[src/rtl/arbitro_memoria_dados.sv]
// Data-memory arbiter between processor (P) and loader/debug (C): grant at E0, mem strobe E0..E1, ack E2..E3.
// ARB_ROUND_ROBIN_EN selects round-robin on conflict; otherwise P has fixed priority.
module arbitro_memoria_dados #(
  parameter int DATA_W = 16,
  parameter int ADDR_W = 8
) (
  input  logic              clock,
  input  logic              reset,
  input  logic              req_p,
  input  logic              req_c,
  input  logic              we_p,
  input  logic              we_c,
  input  logic [ADDR_W-1:0] addr_p,
  input  logic [ADDR_W-1:0] addr_c,
  input  logic [DATA_W-1:0] wdata_p,
  input  logic [DATA_W-1:0] wdata_c,
  output logic              gnt_p,
  output logic              gnt_c,
  output logic              ack_p,
  output logic              ack_c,
  output logic [DATA_W-1:0] rdata_p,
  output logic [DATA_W-1:0] rdata_c,
  output logic              mem_en,
  output logic              mem_we,
  output logic [ADDR_W-1:0] mem_addr,
  output logic [DATA_W-1:0] mem_wdata,
  input  logic [DATA_W-1:0] mem_rdata,
  output logic [7:0]        conflitos
);

  typedef enum logic [1:0] {
    OCIOSO   = 2'd0,
    ACESSO   = 2'd1,
    RESPOSTA = 2'd2
  } estado_t;

  estado_t            estado, estado_n;
  logic               gnt_p_n, gnt_c_n;
  logic               ack_p_n, ack_c_n;
  logic [DATA_W-1:0]  rdata_p_n, rdata_c_n;
  logic               mem_en_n, mem_we_n;
  logic [ADDR_W-1:0]  mem_addr_n;
  logic [DATA_W-1:0]  mem_wdata_n;
  logic [7:0]         conflitos_n;
  logic               we_lat, we_lat_n;
  logic               eleg_p, eleg_c, vence_c;

`ifdef ARB_ROUND_ROBIN_EN
  logic               prio_c, prio_c_n;
`endif

  // A requester being acked this cycle still has req high but was already served.
  assign eleg_p = req_p & ~ack_p;
  assign eleg_c = req_c & ~ack_c;

`ifdef ARB_ROUND_ROBIN_EN
  assign vence_c = eleg_c & (~eleg_p | prio_c);
`else
  assign vence_c = eleg_c & ~eleg_p;
`endif

  always_comb begin
    estado_n    = estado;
    gnt_p_n     = gnt_p;
    gnt_c_n     = gnt_c;
    ack_p_n     = 1'b0;
    ack_c_n     = 1'b0;
    rdata_p_n   = rdata_p;
    rdata_c_n   = rdata_c;
    mem_en_n    = 1'b0;
    mem_we_n    = 1'b0;
    mem_addr_n  = mem_addr;
    mem_wdata_n = mem_wdata;
    conflitos_n = conflitos;
    we_lat_n    = we_lat;
`ifdef ARB_ROUND_ROBIN_EN
    prio_c_n    = prio_c;
`endif

    case (estado)
      OCIOSO: begin
        if (eleg_p || eleg_c) begin
          gnt_p_n     = ~vence_c;
          gnt_c_n     = vence_c;
          mem_en_n    = 1'b1;
          mem_we_n    = vence_c ? we_c    : we_p;
          we_lat_n    = vence_c ? we_c    : we_p;
          mem_addr_n  = vence_c ? addr_c  : addr_p;
          mem_wdata_n = vence_c ? wdata_c : wdata_p;
          estado_n    = ACESSO;
          if (eleg_p && eleg_c && (conflitos != 8'hFF))
            conflitos_n = conflitos + 8'd1;
`ifdef ARB_ROUND_ROBIN_EN
          prio_c_n    = ~vence_c;
`endif
        end
      end

      ACESSO: begin
        estado_n = RESPOSTA;
      end

      RESPOSTA: begin
        gnt_p_n = 1'b0;
        gnt_c_n = 1'b0;
        ack_p_n = gnt_p;
        ack_c_n = gnt_c;
        // Synchronous memory data is valid now, one cycle after the strobe.
        if (!we_lat) begin
          if (gnt_p) rdata_p_n = mem_rdata;
          if (gnt_c) rdata_c_n = mem_rdata;
        end
        estado_n = OCIOSO;
      end

      default: begin
        estado_n = OCIOSO;
        gnt_p_n  = 1'b0;
        gnt_c_n  = 1'b0;
      end
    endcase
  end

  always_ff @(posedge clock or negedge reset) begin
    if (!reset) begin
      estado    <= OCIOSO;
      gnt_p     <= 1'b0;
      gnt_c     <= 1'b0;
      ack_p     <= 1'b0;
      ack_c     <= 1'b0;
      rdata_p   <= '0;
      rdata_c   <= '0;
      mem_en    <= 1'b0;
      mem_we    <= 1'b0;
      mem_addr  <= '0;
      mem_wdata <= '0;
      conflitos <= 8'd0;
      we_lat    <= 1'b0;
`ifdef ARB_ROUND_ROBIN_EN
      prio_c    <= 1'b0;
`endif
    end else begin
      estado    <= estado_n;
      gnt_p     <= gnt_p_n;
      gnt_c     <= gnt_c_n;
      ack_p     <= ack_p_n;
      ack_c     <= ack_c_n;
      rdata_p   <= rdata_p_n;
      rdata_c   <= rdata_c_n;
      mem_en    <= mem_en_n;
      mem_we    <= mem_we_n;
      mem_addr  <= mem_addr_n;
      mem_wdata <= mem_wdata_n;
      conflitos <= conflitos_n;
      we_lat    <= we_lat_n;
`ifdef ARB_ROUND_ROBIN_EN
      prio_c    <= prio_c_n;
`endif
    end
  end

endmodule

[config.mk]
export PLATFORM = sky130hd
export DESIGN_NAME = arbitro_memoria_dados
export DESIGN_NICKNAME = d
export VERILOG_FILES = /design/src/rtl/arbitro_memoria_dados.sv
export SDC_FILE = /design/constraint.sdc
export NUM_CORES = 1
export LEC_CHECK = 0
export ABC_AREA = 1
export CORE_MARGIN = 3
export CORE_UTILIZATION = 35
export CTS_BUF_LIST = sky130_fd_sc_hd__clkbuf_4 sky130_fd_sc_hd__clkbuf_8
export DETAILED_ROUTE_END_ITERATION = 12
export GPL_TIMING_DRIVEN = 0
export HOLD_SLACK_MARGIN = 0.02
export PLACE_DENSITY_LB_ADDON = 0.15
export REMOVE_ABC_BUFFERS = 1
export SKIP_LAST_GASP = 1
export SYNTH_ARGS = -nofsm -noshare
export SYNTH_HDL_FRONTEND = slang
export SYNTH_SLANG_ARGS = --single-unit
[constraint.sdc]
create_clock -name clock -period 1.5 [get_ports clock]
set_input_delay 0.375 -clock clock [delete_from_list [all_inputs] [get_ports clock]]
set_output_delay 0.375 -clock clock [all_outputs]
set_load 0.02 [all_outputs]
# ---- After elaboration in Yosys (flattened, before gate mapping)
# Index checks and enable logic that the tools add are counted.
dict set report word_totals {
  regBits 73
  in_bits 70
  out_inout_bits 70
  word_cells 51
}
dict set report classes {
  reduce_logical 9
  bitwise 9
  n_addsub 1
  n_eq_ne 4
  n_mux 15
}
# cell n
set ops {}
lappend ops {{16-bit two-way mux} 1}
lappend ops {{1-bit two-way mux} 9}
lappend ops {{3-bit AND reduction} 3}
lappend ops {{8-bit by 1-bit adder with 8-bit output, second input constant} 1}
lappend ops {{8-bit two-way mux} 1}
lappend ops {{8-bit inequality test, second input constant} 1}
lappend ops {{1-bit NOT} 6}
lappend ops {{1-bit case mux with 2 select lines} 2}
lappend ops {{2-bit case mux with 2 select lines} 1}
lappend ops {{2-bit AND reduction} 2}
lappend ops {{1-bit bitwise AND} 3}
lappend ops {{2-bit by 1-bit == test with 1-bit output, second input constant} 1}
lappend ops {{2-bit == test, second input constant} 1}
lappend ops {{1-bit logical AND} 2}
lappend ops {{2-bit logical NOT} 1}
lappend ops {{2-bit two-way mux} 1}
lappend ops {{2-bit inequality test, second input constant} 1}
lappend ops {{1-bit logical OR} 1}

# ---- Logic depth before layout (Yosys ltp)
# Gate-level depths: netlist (run 1).
dict set report logic_depth {
  word_depth 7
  depth_mapped 7
  depth_no_buf 7
}

# ---- Least setup slack after synthesis (run 1)
# Ideal clock, no wire load.
dict set report synth_timing {
  kind {register to register}
  start {register conflitos[0]}
  end {register conflitos[5]}
  t_arrival_ps 1223
  required_ps 1383
  path_buffers 0
  slack_ps 160
  synth_period_minus_slack_ps 1340
  path_stages_with_launch 8
  path_cell_list {dfrtp_1 -> ha_1 -> nand3_1 -> inv_1 -> nand3_1 -> nand2_1 -> nand2_1 -> nand2_1}
}
dict set report synth_between {
  elab_chain_cells 3
  word_cells_on_any_way 4
  cone_classes {add/sub: 1; eq/ne: 1; reduce/logical: 2}
}
# item line
set synth_rtl {}
lappend synth_rtl {{start: declaration} 28} ;# output logic [7:0] conflitos
lappend synth_rtl {{start signal: assignment} 154} ;# conflitos <= conflitos_n;
lappend synth_rtl {{branches (longest 3 deep; another with 8-bit by 1-bit adder with 8-bit output)} --}
# Several ways; the timed one is not identified.
# A chain may end at the register's enable or synchronous reset.

# ---- Worst setup path after layout (run 1)
dict set report layout_timing {
  start {register ack_c}
  end {output port ack_c}
}
# item line
set layout_lines {}
lappend layout_lines {{start: declaration} 20} ;# output logic ack_c,
lappend layout_lines {{start signal: assignment} 147} ;# ack_c <= ack_c_n;
# No word-level cell between the ends.

==> reports/qor.yml, run 1 <==
grt_pass1_wl_um: 12800
grt_max_degree: 56
grt_overflow: 0
p_comb_share_pct: 45.6
worstPathArrival_ns: 1.10
power.static_leakage_nw: 2.52
switchingPower_mw: 3.89
cap_viol_max_count: 0
nFillCells: 874
p_clk_share_pct: 18.4
drtPass1Iterations: 4
ys.flop_type: "dfrtp_1"
synth_cells: 389
cp_top_family: "flip-flops"
critPathBufInv: 1
cp_slowest_stage_delay_ns: 0.41
ir_drop_mv: 0.900
synth_seq_area_share_pct: 56.2
final_nets: 601
wl_um: 7960
fp.dieW_um: 102
hp-class: "in -> async"
hpwl_um: 5690
seqPwrFrac_pct: 36.0
cts_tree: "built"
status: "complete, no violations"
p_per_area_mw_per_mm2: 1920
ys_async_sr_fraction_pct: 100
cpMaxStageDelayCell: "dfrtp_1"
diodes: 0
drive_gt1_share_pct: 11.6
area_growth_pct: 51.2
drt_iter0_drc: 72
finalCritPeriodShare_pct: 98.6
wl_per_cell_um: 12.4
track_usage_pct: 15.7
fp-row-count: 34
fin_skew_ns: 0.0124
setup_violations: 0
core_sq_mm: 0.00889
p_total_mw: 9.43
htreeDepth: 3
cts_root_buf: "clkbuf_8"
drv_slew: 0
dieArea_sq_mm: 0.0105
clk_pin_slew_ns: 0.08
worst_slew_pin_slew_ns: 0.658
hold_viol: 0
syn-mean-instance-area_sq_um: 8.36
antenna_found_initial: 0
ys_types: 19
initial_core_util_pct: 36.6
drc: 0
worst_setup_path_start_kind: "flop"
synth_edf_count: 0
boundaryPins: 140
internal_power_mw: 5.54
clock_latency_ns: 0.34
required_ns: 1.12
path_cells: "dlygate4sd2_1"
whs_ns: 0.454
ys_seq_elements: 73
rr_worst_depth: 5
cp_max_fo: 3
via_per_inst: 4.42
max_freq_ghz: 0.676
vias: 2841
switching_share_pct: 41.2
netlist_area_sq_mm: 0.00325
clkSinkCount: 73
cts_made_buffers: 9
rsz0062_at_grt: "yes"
gp_congestion: 0.786
fin_area_sq_mm: 0.00492
relSlewSlack_pct: 56.0
die_h_um: 102
fin_crit_ns: 1.48
postRouteAntennaNets: 0
crit_path_end_kind: "primary output"
setup.worst_path.class: "reg -> out"
first_global_vias: 2683
cp.depth: 1
dpl-instance-area_sq_mm: 0.00471
cts_buffer_depth: 2
final_util_pct: 55.3
yosysWarnings: 0
io_buffers: 139
[metrics by stage]
step	setup TNS [ns]	worst slack (ns)	std cells
floorplan	0	0.160	376
global placement	-206.68	-2.63	623
detailed placement	-15.31	-0.541	624
CTS	-0.0672	-0.0672	641
global route	-2.34	-0.114	643
finish	0	0.0216	643
[sequential cells by signal, indices dropped and copies added (netlist names), 2 cells and up]
name	cells
mem_wdata	16
estado	2
rdata_p	16
mem_addr	8
rdata_c	16
conflitos	8
[per-layer routing]
| layer | global-route usage (%) | wire length (um) | part of all wire [%] |
|---|---|---|---|
| met5 | 0 | 0 | 0 |
| met4 | 4.24 | 40 | 0.50 |
| met3 | 8.05 | 820 | 10 |
| met2 | 24.6 | 3710 | 47 |
| met1 | 19.1 | 3390 | 43 |
[layout make-up]
cell class	instances	area, sq um	area share, %
Clock buffer	10	138	2.80
Clock inverter	6	90.1	1.83
Inverter	46	176	3.59
Multi-Input combinational cell	257	1190	24.2
Sequential cell	73	1830	37.2
Tap cell	108	135	2.75
Timing Repair Buffer	143	1360	27.6
[synth_stat cells, types with 3 or more instances]
library cell  count  area (sq um)
nor2_2            3          18.8
nand2_2           5          31.3
o21ai_2          12           105
nor2_4            3          33.8
o21ai_1          29           145
buf_4             7          52.6
nand2_1         155           582
dfrtp_1          73          1830
buf_2             4          20.0
inv_1            45           169
nor2_1           21          78.8
o21ai_0           4          20.0
nand3_1          20           100
[power groups by stage]
| stage | sequential [mW] | clock [mW] | combinational [mW] |
|---|---|---|---|
| detailed placement | 3.46 | 0 | 4.91 |
| CTS | 3.41 | 1.81 | 4.32 |
| global placement | 3.43 | 0 | 4.85 |
| global route | 3.52 | 1.90 | 4.77 |
| finish | 3.39 | 1.74 | 4.30 |
| floorplan | 4.50 | 0 | 1.43 |
[cell usage in the layout, fill, tap and decap left out, types with 10 or more instances in the layout]
master / instances
clkdlybuf4s50_1: 68
dfrtp_1: 70
dlygate4sd2_1: 57
nand2_1: 152
o21ai_2: 12
inv_1: 44
clkbuf_8: 10
nor2_1: 21
o21ai_1: 29
nand3_1: 20
[final timing paths]
| kind | from | endpoint | slack [ns] |
|---|---|---|---|
| setup / recovery | ack_c | ack_c | 0.02 |
| hold / removal | reset | conflitos[3] | 0.45 |
| setup reg to reg | estado[1] | rdata_p[1] | 0.06 |
| hold reg to reg | rdata_c[5] | rdata_c[5] | 0.48 |
| max in group asynchronous | reset | estado[1] | 0.48 |
| min in group clock | rdata_c[5] | rdata_c[5] | 0.48 |
[what timing repair did]
action                                 4_1_cts  5_1_grt
gates resized for setup                     85       21
setup endpoints to repair                   95       67
pin swaps                                    0        1
buffers inserted                             0        2
endpoints found under the hold margin       18        0
hold buffers                                 1        0
[cells by family after synthesis]
family / synth area share (%)
adder cells (fa/ha/maj): 0.385
flip-flops: 56.2
buffers and inverters: 8.23
XOR/XNOR: 0.808
AO/OA/AOI/OAI: 8.46
AND/OR/NAND/NOR: 26.0
Power figures use the tool's default switching activity.
==> run 2, diff against run 1 <==
- SLEW_MARGIN: not set -> 25
==> run 2 against run 1 <==
  * The flow now finishes with violations (negative setup slack)
  * Via count grew 0.49%
  * Power grew 1.4%
  * Design area grew 0.20%
  * Sequential power is essentially flat
  * Clock power grew 8%
  * First-iteration DRC count shrank 31%
  * Fmax shrank 3.9%
  * Largest cell class unchanged
  * Largest power group unchanged
  * Highest routed layer unchanged
==> reports/qor.yml, run 2 (same netlist as run 1, synthesis figures left out) <==
violations: "negative setup slack"
fin_crit_ns: 1.54  # was 1.48 ns
cts_root_buf: "clkbuf_8"  # unchanged
cp_max_fo: 7  # was 3
final_cell_mix: "nand2_1, dfrtp_1, clkdlybuf4s50_1, dlygate4sd2_1, inv_1"  # unchanged
reg.largest.list: "mem_wdata (16), rdata_c (16), rdata_p (16)"  # unchanged
cp.depth: 1  # unchanged
setup.worst_path.class: "reg -> out"  # unchanged
p_clk_share_pct: 19.7  # was 18.4%
internal_power_mw: 5.68  # was 5.54 mW
cts_buffer_depth: 2  # unchanged
grt_overflow: 0  # unchanged
stdcell_count: 642  # was 643
worst_setup_path_start_kind: "flop"  # unchanged
diodes: 0  # unchanged
crit_path_end_kind: "primary output"  # unchanged
critPathBufInv: 1  # unchanged
rsz0062_at_grt: "yes"  # unchanged
fin_ws_ns: -0.0385  # was 0.0216 ns
switchingPower_mw: 3.88  # was 3.89 mW
cpMaxStageDelayCell: "dfrtp_1"  # unchanged
reg2reg_from: "estado[1]"  # unchanged
clk_pin_slew_ns: 0.08  # about the same
die_h_um: 102  # unchanged
switching_share_pct: 40.6  # was 41.2%
final_common_cell: "nand2_1"  # unchanged
place_inst: 624  # unchanged
min_from: "rdata_c[5]"
cts_tree: "built"  # unchanged
core_sq_mm: 0.00889  # unchanged
via_per_inst: 4.45  # was 4.42
final_nets: 600  # was 601
drt_iter0_drc: 50  # was 72
timing.setup.tns_ns: -0.0385  # was 0 ns
fp-row-count: 34  # unchanged
final_util_pct: 55.4  # was 55.3%
cap_viol_max_count: 0  # unchanged
io_buffers: 139  # unchanged
p_total_mw: 9.56  # was 9.43 mW
area_growth_pct: 51.5  # was 51.2%
gp_congestion: 0.786  # unchanged
fin_area_sq_mm: 0.00493  # was 0.00492 sq mm
crit_path_end: "conflitos[2]"  # was ack_c
grt_pass1_wl_um: 13000  # was 12,800 um
hpwl_um: 5770  # was 5690 um
dieArea_sq_mm: 0.0105  # unchanged
hold_viol: 0  # unchanged
drive_gt1_share_pct: 11.0  # was 11.6%
rr_worst_depth: 5  # unchanged
dp_slack_ns: -0.545  # was -0.541 ns
wl_per_cell_um: 12.5  # was 12.4 um
cp_slowest_stage_delay_ns: 0.46  # was 0.41 ns
whs_ns: 0.477  # was 0.454 ns
p_comb_share_pct: 44.8  # was 45.6%
hp-class: "reg -> reg"  # was in -> async
required_ns: 1.12  # about the same
fp.dieW_um: 102  # unchanged
worst_slew_pin_slew_ns: 0.649  # was 0.658 ns
p_per_area_mw_per_mm2: 1940  # was 1920 mW/mm^2
wl_um: 8030  # was 7960 um
cts_made_buffers: 9  # unchanged
path_cells: "dlygate4sd2_1"  # unchanged
dpl-instance-area_sq_mm: 0.00470  # was 0.00471 sq mm
drv_slew: 0  # unchanged
seqPwrFrac_pct: 35.5  # was 36.0%
first_global_vias: 2693  # was 2,683
status: "finished, violations left"  # was complete, no violations
rrSetupSlack_ns: 0.05  # was 0.06 ns
power.static_leakage_nw: 2.52  # about the same
grt_max_degree: 41  # was 56
clock_latency_ns: 0.34  # about the same
vias: 2855  # was 2,841
drtPass1Iterations: 4  # unchanged
boundaryPins: 140  # unchanged
cp_top_family: "flip-flops"  # unchanged
finalCritPeriodShare_pct: 103  # was 98.6%
track_usage_pct: 15.9  # was 15.7%
worstPathArrival_ns: 1.16  # was 1.10 ns
htreeDepth: 3  # unchanged
clkSinkCount: 73  # unchanged
cp-startpoint: "conflitos[2]"  # was ack_c
drc: 0  # unchanged
ir_drop_mv: 1.08  # was 0.900 mV
max_freq_ghz: 0.650  # was 0.676 GHz
relSlewSlack_pct: 56.6  # was 56.0%
fin_skew_ns: 0.0126  # was 0.0124 ns
r2r_end: "rdata_c[15]"  # was rdata_p[1]
setup_violations: 1  # was 0
initial_core_util_pct: 36.6  # unchanged
postRouteAntennaNets: 0  # unchanged
antenna_found_initial: 0  # unchanged
run 2: cell types whose count changed in the layout (fill, tap and decap cells not counted), sizes merged:
cell / previous run / this run
buf: 4 / 3
bufinv: 2 / 3
clkbuf: 16 / 14
clkdlybuf4s15: 7 / 10
clkinv: 2 / 1
dlygate4sd2: 57 / 56
run 2: power by group through the flow:
stage | combinational [mW] | clock, mW | sequential (mW)
2_1_floorplan | 1.43 | 0 | 4.50
3_3_place_gp | 4.85 | 0 | 3.43
3_5_place_dp | 4.91 | 0 | 3.46
4_1_cts | 4.32 | 1.96 | 3.41
5_1_grt | 4.77 | 2.04 | 3.53
6_report | 4.28 | 1.88 | 3.40
run 2: metal layers:
metal | vias to the layer above | GRT usage, % | wire length, um
met4 | 0 | 3.33 | 54
li1 | 1470 | - | -
met5 | - | 0 | 0
met3 | 4 | 8.12 | 876
met1 | 1279 | 20.3 | 3360
met2 | 102 | 24.4 | 3730
run 2: worst min path at each step:
stage	end	cells after the start
after floorplan	ack_c	0
after global placement	rdata_p[15]	2
after detailed placement	rdata_p[11]	1
after CTS	rdata_c[1]	2
after global routing	rdata_c[1]	2
final	rdata_c[5]	2
run 2: layout make-up:
| type | count | area [sq um] |
|---|---|---|
| multi-input cells | 257 | 1190 |
| fillers | 859 | 3960 |
| well taps | 108 | 135 |
| repair buffers | 142 | 1360 |
| inverters | 46 | 176 |
| clock buffers | 10 | 131 |
| flip-flops and latches | 73 | 1830 |
| clock inverters | 6 | 115 |
run 2: repair_timing:
action	CTS	global route
resized for setup	87	17
endpoints found under the setup margin	95	65
hold buffers	1	0
pin swaps	0	1
endpoints found under the hold margin	2	0
setup buffers	0	1
==> run 3, diff against run 2 <==
- ABC_CLOCK_PERIOD_IN_PS: not set -> 1500
==> results of run 3 <==
Same layout as run 2: the final DEF is identical, and so are final timing and power.
